==> config.mk <==
export PLATFORM = sky130hd
export DESIGN_NAME = serial_frame_deserializer
export DESIGN_NICKNAME = d
export VERILOG_FILES = /design/src/rtl/serial_frame_deserializer.sv
export SDC_FILE = /design/constraint.sdc
export NUM_CORES = 1
export LEC_CHECK = 0
export BUFFER_PORTS_ARGS = -buffer_cell sky130_fd_sc_hd__buf_2
export CORE_UTILIZATION = 50
export CTS_CLUSTER_DIAMETER = 100
export DETAILED_ROUTE_END_ITERATION = 10
export HOLD_SLACK_MARGIN = 0.05
export PLACE_DENSITY = 0.74
export SETUP_SLACK_MARGIN = 0.05
export SKIP_CTS_REPAIR_TIMING = 1
export SLEW_MARGIN = 20
export SYNTH_ARGS = -nofsm -noshare
export SYNTH_HDL_FRONTEND = slang
export SYNTH_SLANG_ARGS = --single-unit
==> constraint.sdc <==
create_clock -name clk -period 2.3 [get_ports clk]
set_input_delay 0.46 -clock clk [delete_from_list [all_inputs] [get_ports clk]]
set_output_delay 0.46 -clock clk [all_outputs]
set_load 0.01 [all_outputs]
==> src/rtl/serial_frame_deserializer.sv <==
// Serial frame deserializer: frames start/data/[parity]/stop, LSB-first,
// with a valid/ready holding register and one-cycle error pulses.
//
// Ports:
//   clk, reset (async, active-low)
//   serial_in, bit_en        : bitstream and its sample strobe
//   data_out, data_valid     : holding register and its full flag
//   data_ready               : consumer accept
//   busy                     : FSM not in IDLE
//   frame_err, overrun,
//   parity_err               : one-cycle error pulses
// Optional feature macro: PARITY_CHECK_EN (adds even-parity check state).

module serial_frame_deserializer #(
  parameter int DATA_W = 8
) (
  input  logic              clk,
  input  logic              reset,
  input  logic              serial_in,
  input  logic              bit_en,
  output logic [DATA_W-1:0] data_out,
  output logic              data_valid,
  input  logic              data_ready,
  output logic              busy,
  output logic              frame_err,
  output logic              overrun,
  output logic              parity_err
);

  localparam int CW = (DATA_W > 1) ? $clog2(DATA_W) : 1;

  typedef enum logic [1:0] {
    IDLE   = 2'd0,
    DATA   = 2'd1,
    PARITY = 2'd2,
    STOP   = 2'd3
  } state_e;

  state_e            state_q, state_d;
  logic [DATA_W-1:0] shift_q, shift_d;
  logic [CW-1:0]     cnt_q, cnt_d;
  logic [DATA_W-1:0] data_q, data_d;
  logic              valid_q, valid_d;
  logic              frame_err_q, frame_err_d;
  logic              overrun_q, overrun_d;
  logic              parity_err_q, parity_err_d;

  logic last_bit;
  logic stop_smp;
  logic par_bad;
  logic good;
  logic accept;
  logic load;

  assign last_bit = (cnt_q == CW'(DATA_W - 1));

  // State register
  always_ff @(posedge clk or negedge reset) begin
    if (!reset) begin
      state_q <= IDLE;
    end else begin
      state_q <= state_d;
    end
  end

  // Next-state logic
  always_comb begin
    state_d = state_q;
    if (bit_en) begin
      unique case (state_q)
        IDLE: begin
          if (serial_in) state_d = DATA;
        end
        DATA: begin
          if (last_bit) begin
`ifdef PARITY_CHECK_EN
            state_d = PARITY;
`else
            state_d = STOP;
`endif
          end
        end
        PARITY: state_d = STOP;
        STOP:   state_d = IDLE;
        default: state_d = IDLE;
      endcase
    end
  end

`ifdef PARITY_CHECK_EN
  logic par_q, par_d;

  always_ff @(posedge clk or negedge reset) begin
    if (!reset) begin
      par_q <= 1'b0;
    end else begin
      par_q <= par_d;
    end
  end

  always_comb begin
    par_d = par_q;
    if (bit_en && state_q == PARITY) par_d = serial_in;
  end

  // Even parity: the parity bit must equal the XOR of the data bits.
  assign par_bad = (par_q != ^shift_q);
`else
  assign par_bad = 1'b0;
`endif

  // Output and datapath logic
  always_comb begin
    shift_d      = shift_q;
    cnt_d        = cnt_q;
    data_d       = data_q;
    valid_d      = valid_q;
    frame_err_d  = 1'b0;
    overrun_d    = 1'b0;
    parity_err_d = 1'b0;

    stop_smp = bit_en && (state_q == STOP);
    good     = stop_smp && !serial_in && !par_bad;
    accept   = valid_q && data_ready;
    // A full register can still load if it is drained on the same edge.
    load     = good && (!valid_q || accept);

    if (bit_en) begin
      unique case (state_q)
        IDLE: begin
          if (serial_in) cnt_d = '0;
        end
        DATA: begin
          shift_d[cnt_q] = serial_in;
          cnt_d          = cnt_q + 1'b1;
        end
        default: ;
      endcase
    end

    if (load) begin
      data_d  = shift_q;
      valid_d = 1'b1;
    end else if (accept) begin
      valid_d = 1'b0;
    end

    frame_err_d  = stop_smp && serial_in;
    parity_err_d = stop_smp && par_bad;
    overrun_d    = good && !load;
  end

  // Datapath registers
  always_ff @(posedge clk or negedge reset) begin
    if (!reset) begin
      shift_q      <= '0;
      cnt_q        <= '0;
      data_q       <= '0;
      valid_q      <= 1'b0;
      frame_err_q  <= 1'b0;
      overrun_q    <= 1'b0;
      parity_err_q <= 1'b0;
    end else begin
      shift_q      <= shift_d;
      cnt_q        <= cnt_d;
      data_q       <= data_d;
      valid_q      <= valid_d;
      frame_err_q  <= frame_err_d;
      overrun_q    <= overrun_d;
      parity_err_q <= parity_err_d;
    end
  end

  assign data_out   = data_q;
  assign data_valid = valid_q;
  assign busy       = (state_q != IDLE);
  assign frame_err  = frame_err_q;
  assign overrun    = overrun_q;
  assign parity_err = parity_err_q;

endmodule

# Word level (Yosys, flattened, before mapping)
# Cells that the tools add are included.
dict set report totals {
  wordCells 44
  romBits 0
  n_memories 0
  latch_bits 0
  ram_bits 0
  regBits 24
}
dict set report classes {
  reduce_logical 18
  n_mux 10
  order_cmp 2
  add_sub_neg 1
  div_mod_pow 0
  multipliers 0
  bitwise 0
  eq_ne 6
  shift 0
}
# operator n
set op_table {}
lappend op_table {{bitwise mux 8 bit} 1}
lappend op_table {{one-hot mux 2 bit (4 select lines)} 1}
lappend op_table {{logical AND 1 bit} 7}
lappend op_table {{one-hot mux 3 bit (2 select lines)} 1}
lappend op_table {{AND reduction 3 bit} 2}
lappend op_table {{nonzero test 2 bit} 3}
lappend op_table {{equality test 2 bit, second input constant} 2}
lappend op_table {{less-than comparator 3 x 4 -> 1 bit, second input constant} 1}
lappend op_table {{two-way mux 2 bit} 2}
lappend op_table {{inequality test 2 bit, second input constant} 2}
lappend op_table {{adder 3 x 1 -> 3 bit, second input constant} 1}
lappend op_table {{demux 1 bit (select 3 bit)} 1}
lappend op_table {{equality test 3 bit, second input constant} 1}
lappend op_table {{greater-or-equal comparator 3 x 1 -> 1 bit, second input constant} 1}
lappend op_table {{zero test 1 bit} 3}
lappend op_table {{two-way mux 1 bit} 3}
lappend op_table {{two-way mux 3 bit} 1}
lappend op_table {{equality test 2 x 1 -> 1 bit, second input constant} 1}
lappend op_table {{zero test 2 bit} 1}
lappend op_table {{AND reduction 2 bit} 1}
lappend op_table {{logical OR 1 bit} 1}

# Logic depth before layout (Yosys ltp)
# Gate-level depths: netlist of the first run.
dict set report logic_depth {
  word_depth 6
  ltp_mapped 5
  depth_no_buf 5
}

# Worst setup path after synthesis of the first run
# Ideal clock, no wire load.
dict set report synth_timing {
  path_kind {register to register}
  start {register cnt_q[1]}
  end {register state_q[1]}
  t_required_ns 2.175
  setup_ns 0.125
  n_path_buf 0
  synth_period_minus_slack_ns 1.447
  arrival_time_ns 1.322
  stages_incl_launch_ff 6
  path_slack_ns 0.853
  cell_sequence {dfrtp_1 -> ha_1 -> ha_1 -> nand2b_1 -> nand3_1 -> mux2_2}
}
dict set report synth_between {
  elab_chain_len 3
}
# item line_no
set synth_rtl {}
lappend synth_rtl {{start, declared} 41} ;# logic [CW-1:0] cnt_q, cnt_d;
lappend synth_rtl {{start signal, assigned} 165} ;# cnt_q <= cnt_d;
lappend synth_rtl {{equality test 3 bit} 55} ;# assign last_bit = (cnt_q == CW'(DATA_W - 1));
lappend synth_rtl {{inequality test 2 bit (no source line)} -}
lappend synth_rtl {{AND reduction 3 bit (no source line)} -}
lappend synth_rtl {{end signal, assigned} 62} ;# state_q <= state_d;
lappend synth_rtl {{end, declared} 39} ;# state_e state_q, state_d;
# No other way between the ends.
# A chain may end at the register's enable or synchronous reset.

# Worst setup path after layout of the first run
dict set report layout_timing {
  start {register state_q[0]}
  end {output busy}
}
dict set report layout_between {
  elab_chain_len 1
}
# item line_no
set layout_rtl {}
lappend layout_rtl {{nonzero test 2 bit} 176} ;# assign busy = (state_q != IDLE);
lappend layout_rtl {{end, declared} 24} ;# output logic busy,
# No other way between the ends.

==> results of run 1 <==
-- routing by layer --
metal	GRT usage, %	wire length [µm]	up-vias
met1	22.8	840	310
met3	3.09	40	2
met2	27.5	814	10
met4	5.71	15	0
li1	-	-	315
met5	0	0	-
-- cells in the final DEF (no fill, tap or decap) --
cell type / instances
a22o_1: 2
and3_2: 1
and3_4: 1
buf_2: 16
bufinv_16: 1
clkbuf_4: 3
conb_1: 1
dfrtp_1: 24
ha_1: 6
inv_1: 3
mux2_2: 10
mux2_4: 8
mux2i_1: 1
nand2_1: 2
nand2b_1: 4
nand2b_4: 1
nand3_1: 2
nand3b_1: 1
nand3b_2: 1
nor2_1: 7
nor2b_4: 1
nor3_1: 2
o211ai_1: 1
-- metrics by stage --
step | area [µm²] | std cells | power (µW)
finish | 1270 | 126 | 1590
CTS | 1270 | 126 | 1600
global placement | 1220 | 122 | 1280
global route | 1270 | 126 | 1710
floorplan | 1130 | 82 | 1140
detailed placement | 1220 | 122 | 1310
-- cells in the mapped netlist --
master	n
o211ai_1	1
nand2_1	2
and3_4	1
nor3_1	2
buf_12	1
mux2_2	10
nand3_1	2
dfrtp_1	24
nor2b_4	1
nand2b_4	1
nand2b_1	4
conb_1	1
nand3b_1	1
mux2_4	8
a22o_1	2
mux2i_1	1
ha_1	6
nor2_1	7
buf_2	1
inv_1	3
and3_2	1
buf_4	1
nand3b_2	1
-- state kept, by name, summed over array words and instances (netlist names) --
name        cells
frame_err       1
overrun         1
data_valid      1
state_q         2
data_out        8
cnt_q           3
shift_q         8
-- area by class of cell --
class	count	area share, %
Sequential cell	24	47.3
Multi-Input combinational cell	52	38.7
Timing Repair Buffer	16	6.31
Tap cell	27	2.66
Clock inverter	1	2.37
Clock buffer	3	1.78
Inverter	3	0.888
-- report_power, final --
| part | switching, µW | internal, µW | total (µW) |
|---|---|---|---|
| clock | 123 | 176 | 299 |
| sequential | 132 | 596 | 729 |
| combinational | 237 | 326 | 563 |
| total | 493 | 1100 | 1590 |
-- worst max path at each step --
stage | start | cells after the start | end | slack, ns
after floorplan | cnt_q[1] | 5 | state_q[1] | 0.85
after global placement | serial_in | 4 | data_out[3] | 0.67
after detailed placement | serial_in | 4 | data_out[3] | 0.64
after CTS | state_q[0] | 4 | busy | 0.56
after global routing | state_q[0] | 4 | busy | 0.47
final | state_q[0] | 4 | busy | 0.56
-- kinds of logic (layout without fill, tap and decap cells) --
| group | Yosys count | after routing | synth area share, % |
|---|---|---|---|
| mux | 19 | 19 | 21.4 |
| simple gates | 23 | 23 | 12.7 |
| other cells | 1 | 1 | 0.330 |
| fa+ha+maj | 6 | 6 | 6.62 |
| compound gates | 3 | 3 | 2.21 |
| buf+inv | 6 | 23 | 3.86 |
| flops | 24 | 24 | 52.9 |
==> key figures, run 1 <==
Global route
  – Initial antenna violation count: 0
  – First-pass GRT wire length: 3.14 mm
  – Largest net degree at the start of global routing: 25
  – Total grt overflow: 0
  – Gr usage total: 17.0%
  – Vias in the first global route: 700

Worst setup path
  – Worst path cell trace: inv_1, ha_1, inv_1, buf_2
  – Reg2reg end: shift_q[1]
  – Worst Path Buf+Inv: 3
  – Setup CP Type: reg2out
  – Crit path largest cell delay: 0.45 ns
  – Critical Path Start Type: register
  – Critical path peak fanout: 4
  – Worst Setup End Kind: primary output
  – Worst r2r path cells: 5
  – Delay-heaviest family, CP: flip-flops
  – RR Startpoint: state_q[1]
  – WP data required: 1.84 ns
  – Reg2reg setup slack: 0.71 ns
  – Cell mode on critical path: inv_1
  – Slowest-stage cell, CP: dfrtp_1
  – WP data arrival: 1.28 ns

Finish
  – Nets@finish: 111
  – Fill cells: 175
  – Area Growth Syn to Fin: 11.8%
  – Multi-input gate area: 490 µm²
  – Post-layout util: 62.1%
  – Share of cells above drive strength 1: 43.4%
  – Register area: 601 µm²
  – ANT cells: 0

Timing
  – Final WS setup: 0.562 ns
  – Worst-Margin Slew: 0.509 ns
  – Final period util: 75.6%
  – Final hold vios: 0
  – RSZ-0062 raised after global routing: no
  – Tmin final: 1.74 ns
  – Final Max Tran Viols: 0
  – Worst clock skew: 0.00379 ns
  – Minimum hold slack: 0.102 ns
  – Fmax: 575 MHz
  – Setup Viol. Count Final: 0
  – Relative max-transition margin: 66.0%
  – Setup_tns: 0 ns

Synth
  – Synthesized area: 1130 µm²
  – Post-Syn Nets: 93
  – Ys Warns: 0
  – Seq/Total Area, Yosys: 52.9%
  – Synth top area cells: dfrtp_1, mux2_4, mux2_2
  – Post-synthesis cell type with the largest combined area: dfrtp_1
  – Avg Cell Area, Syn: 13.8 µm²
  – Synthesized flop and latch total: 24
  – Synth top area share: 52.9%
  – Cells after Synth: 82
  – Yosys cell types: 23

Clocking
  – CTS Root Cell: clkbuf_4
  – Clock latency on the worst-skew pair: 0.30 ns
  – H-tree lvl count: 1
  – Clock sink count: 24
  – Max Root-Sink Buffers: 2
  – Clock Pin Slew Worst Setup and Hold Paths: 0.13 ns
  – Inserted Clock Buffers: 3
  – CTS tree: done

Status
  – Outcome: finished clean

Pwr
  – PwrDens: 1250 nW/µm²
  – Maximum VDD drop: 0.789 mV
  – Leakage power: 0.000646 µW

Worst hold path
  – Hold Path Class: in2async

Floorplan
  – Core area: 2040 µm²
  – Initial Util: 55.6%
  – Die Y: 49.6 µm
  – Die ar.: 2460 µm²
  – Row count: 16
  – # IOs: 18
  – Chip width: 49.6 µm

Place
  – Post-detail-place hpwl: 1.33 mm
  – Post-Place Setup Slack: 0.645 ns
  – RD Place Congestion: 0.662
  – Port buffer count: 16

Drt
  – 1st-iter DRT viols: 5
  – Drt wl/cell: 13.6 µm
  – DRC errors left: 0
  – Vias post-DR: 637
  – Drt pass-1 iters: 3
  – Antenna-violating nets left: 0
  – Vias per inst: 5.06
  – Total wire length: 1.71 mm

Job
  – Max cap viols: 0
Note: power is estimated with default switching activity, not from simulation.
==> run 2, diff against run 1 <==
clock period = 1.8 ns   (was 2.3 ns; I/O delays follow)
==> key figures, run 2 (synthesized netlist as in run 1, its figures left out) <==
Status
  – Outcome: finished clean

Clocking
  – CTS Root Cell: clkbuf_4
  – Inserted Clock Buffers: 3
  – H-tree lvl count: 1
  – CTS tree: done
  – Clock sink count: 24
  – Max Root-Sink Buffers: 2
  – Clock latency on the worst-skew pair: 0.31 ns
  – Clock Pin Slew Worst Setup and Hold Paths: 0.12 ns

Floorplan
  – # IOs: 18
  – Row count: 16
  – Die Y: 49.6 µm
  – Chip width: 49.6 µm
  – Initial Util: 55.6%
  – Die ar.: 2460 µm²
  – Core area: 2040 µm²

Worst setup path
  – Worst Setup End Kind: primary output
  – WP data required: 1.44 ns
  – Setup CP Type: reg2out
  – Critical Path Start Type: register
  – Worst r2r path cells: 5
  – WP data arrival: 1.28 ns
  – Critical path peak fanout: 4

Timing
  – Relative max-transition margin: 65.6%
  – Setup_tns: 0 ns
  – Worst-Margin Slew: 0.516 ns
  – Final Max Tran Viols: 0
  – Final period util: 91.1%
  – RSZ-0062 raised after global routing: no
  – Final hold vios: 0
  – Fmax: 610 MHz
  – Worst clock skew: 0.00671 ns
  – Setup Viol. Count Final: 0
  – Tmin final: 1.64 ns

Global route
  – Total grt overflow: 0
  – Vias in the first global route: 685
  – Initial antenna violation count: 0
  – Largest net degree at the start of global routing: 25
  – Gr usage total: 17.8%
  – First-pass GRT wire length: 3.26 mm

Drt
  – Total wire length: 1.76 mm
  – Drt pass-1 iters: 4
  – 1st-iter DRT viols: 8
  – Vias post-DR: 655
  – DRC errors left: 0
  – Vias per inst: 5.16
  – Antenna-violating nets left: 0
  – Drt wl/cell: 13.9 µm

Pwr
  – Maximum VDD drop: 0.940 mV
  – Power Total: 2040 µW
  – Leakage power: 0.000650 µW
  – PwrDens: 1590 nW/µm²

Finish
  – Area Growth Syn to Fin: 12.7%
  – Highest-count cells in the layout ignoring fill and taps: dfrtp_1, buf_2, mux2_2
  – Nets@finish: 112
  – Leading cell type in the layout, fill and taps excluded: dfrtp_1
  – Design area: 1280 µm²
  – ANT cells: 0
  – Share of cells above drive strength 1: 43.0%

Worst hold path
  – Hold Path Class: in2reg
  – Hold Path Depth: 3

Place
  – Port buffer count: 16
  – RD Place Congestion: 0.663
  – Placed instance area: 1220 µm²
  – Post-detail-place hpwl: 1.32 mm

Job
  – Max cap viols: 0
[run 2: cell count changes in the layout (fill, tap and decap cells not counted), sizes merged]
cell / before / now
dlygate4sd3: 0 / 1
[run 2: power breakdown]
group	leakage (µW)	switching (µW)	internal, µW
clock network	0.0000279	155	225
logic	0.000317	306	417
registers	0.000304	172	763
total	0.000650	634	1400
[run 2: worst max-delay path: stages, from the launching register on]
cell and delay (ns):
dfrtp_1 0.45, inv_1 0.09, ha_1 0.25, inv_1 0.05, buf_2 0.13
[run 2: layout make-up]
cell class | instances | area [µm²]
inverters | 3 | 11.3
clock buffers | 3 | 22.5
fillers | 174 | 763
repair buffers | 17 | 90.1
clock inverters | 1 | 30.0
well taps | 27 | 33.8
flip-flops and latches | 24 | 601
multi-input cells | 52 | 490
[run 2: layer usage]
layer	track usage (%)	up-vias	part of all wire, %
li1	-	316	-
met1	24.6	325	45
met4	5.71	0	1.2
met3	2.78	4	2.3
met2	28.4	10	51
met5	0	-	0
[run 2: path summary, 6_finish.rpt]
path / startpoint / end / slack, ns
worst max-delay path: state_q[0] / busy / 0.16
worst min-delay path: data_ready / overrun / 0.34
worst max register to register: state_q[1] / shift_q[1] / 0.21
worst min register to register: shift_q[1] / data_out[1] / 0.52
max in group asynchronous: reset / state_q[1] / 0.92
min in group asynchronous: reset / data_out[5] / 0.54
[run 2: stage by stage]
stage	worst slack (ns)	utilization (%)	std cells	hold slack (ns)
final	0.159	62.6	127	0.339
after global placement	0.272	59.6	122	0.358
after floorplan	0.353	-	82	0.0644
after CTS	0.148	62.1	126	0.00940
after global routing	0.0573	62.6	127	0.378
after detailed placement	0.229	59.6	122	0.364
==> run 3, diff against run 2 <==
MAX_ROUTING_LAYER = met4   (was unset)
PLACE_DENSITY = 0.75   (was 0.74)
==> key figures, run 3 (synthesized netlist as in run 1, its figures left out) <==
Status
  – Outcome: finished clean

Global route
  – Largest net degree at the start of global routing: 25
  – Vias in the first global route: 639
  – Gr usage total: 16.7%
  – First-pass GRT wire length: 3.04 mm
  – Initial antenna violation count: 0
  – Total grt overflow: 0

Timing
  – RSZ-0062 raised after global routing: no
  – Final hold vios: 0
  – Relative max-transition margin: 65.2%
  – Worst-Margin Slew: 0.522 ns
  – Minimum hold slack: 0.337 ns
  – Tmin final: 1.63 ns
  – Final Max Tran Viols: 0
  – Fmax: 615 MHz
  – Worst clock skew: 0.00564 ns
  – Setup Viol. Count Final: 0
  – Final period util: 90.4%
  – Setup_tns: 0 ns

Place
  – RD Place Congestion: 0.671
  – Placed Cells incl. Taps: 122
  – Post-detail-place hpwl: 1.27 mm
  – Port buffer count: 16

Drt
  – Total wire length: 1.64 mm
  – Drt pass-1 iters: 2
  – 1st-iter DRT viols: 4
  – DRC errors left: 0
  – Antenna-violating nets left: 0
  – Drt wl/cell: 13.0 µm
  – Vias per inst: 5.02
  – Vias post-DR: 633

Pwr
  – Switching Power: 604 µW
  – Gate power share: 38.5%
  – Leakage power: 0.000636 µW
  – Clock power frac: 11.8%
  – Sequential power share: 49.7%
  – Maximum VDD drop: 0.920 mV
  – Pint: 1260 µW
  – Power Total: 1860 µW
  – PwrDens: 1490 nW/µm²
  – Sw Share: 32.4%

Worst hold path
  – Worst Min Path Start: data_ready
  – Worst hold endpoint: overrun
  – Hold Path Depth: 3
  – Hold Path Class: in2reg

Worst setup path
  – Critical path peak fanout: 4
  – Reg2reg end: shift_q[1]
  – RR Startpoint: state_q[1]
  – Worst r2r path cells: 5
  – Setup CP Type: reg2out
  – Worst Setup End Kind: primary output
  – Reg2reg setup slack: 0.22 ns
  – WP data arrival: 1.27 ns
  – WP data required: 1.44 ns
  – Critical Path Start Type: register

Floorplan
  – Row count: 16
  – Die ar.: 2460 µm²
  – # IOs: 18
  – Core area: 2040 µm²
  – Die Y: 49.6 µm
  – Initial Util: 55.6%
  – Chip width: 49.6 µm

Clocking
  – Clock sink count: 24
  – Max Root-Sink Buffers: 2
  – Inserted Clock Buffers: 3
  – CTS tree: done
  – CTS Root Cell: clkbuf_4
  – Clock Pin Slew Worst Setup and Hold Paths: 0.12 ns
  – Clock latency on the worst-skew pair: 0.30 ns
  – H-tree lvl count: 1

Finish
  – Area Growth Syn to Fin: 10.0%
  – ANT cells: 0
  – Non-Filler Instances: 126
  – Share of cells above drive strength 1: 42.4%
  – Nets@finish: 112
  – Highest-count cells in the layout ignoring fill and taps: dfrtp_1, buf_2, mux2_2
  – Leading cell type in the layout, fill and taps excluded: dfrtp_1

Job
  – Max cap viols: 0
## run 3: changes by cell type in the layout (fill, tap and decap cells not counted), sizes merged
cell,delta
bufinv,-1
## run 3: worst max-delay path, stage by stage, from the launching register on
cell and delay, ns:
dfrtp_1 0.44, inv_1 0.09, ha_1 0.25, inv_1 0.05
buf_2 0.14
## run 3: cell type report
type	count	area (µm²)
Inverter	3	11.3
Clock buffer	3	22.5
Timing Repair Buffer	17	90.1
Fill cell	188	793
Multi-Input combinational cell	52	490
Tap cell	27	33.8
Sequential cell	24	601
## run 3: routing by layer
layer / up-vias / GRT usage, % / routed length (µm)
met2: 8 / 25.0 / 757
met3: 2 / 2.78 / 28
met1: 310 / 22.9 / 841
met4: 0 / 5.71 / 14
li1: 313 / - / -
met5: - / - / 0
## run 3: stage by stage
stage	worst slack, ns	area (µm²)	utilization [%]
final	0.174	1250	61.2
after global routing	0.0642	1250	61.2
after CTS	0.150	1240	60.7
after detailed placement	0.247	1220	59.6
after global placement	0.276	1220	59.6
after floorplan	0.353	1130	-
## run 3: worst max-delay path by stage
stage | start | end | slack, ns | cells past startpoint
5_1_grt | state_q[0] | busy | 0.06 | 4
4_1_cts | state_q[0] | busy | 0.15 | 4
2_1_floorplan | cnt_q[1] | state_q[1] | 0.35 | 5
6_report | state_q[0] | busy | 0.17 | 4
3_3_place_gp | state_q[1] | shift_q[0] | 0.28 | 5
3_5_place_dp | state_q[1] | shift_q[0] | 0.25 | 5
## run 3: power groups by stage
| stage | clock, µW | combinational, µW | sequential [µW] |
|---|---|---|---|
| 2_1_floorplan | 0 | 522 | 938 |
| 3_3_place_gp | 0 | 701 | 930 |
| 3_5_place_dp | 0 | 726 | 944 |
| 4_1_cts | 235 | 728 | 931 |
| 5_1_grt | 256 | 795 | 971 |
| 6_report | 220 | 717 | 925 |
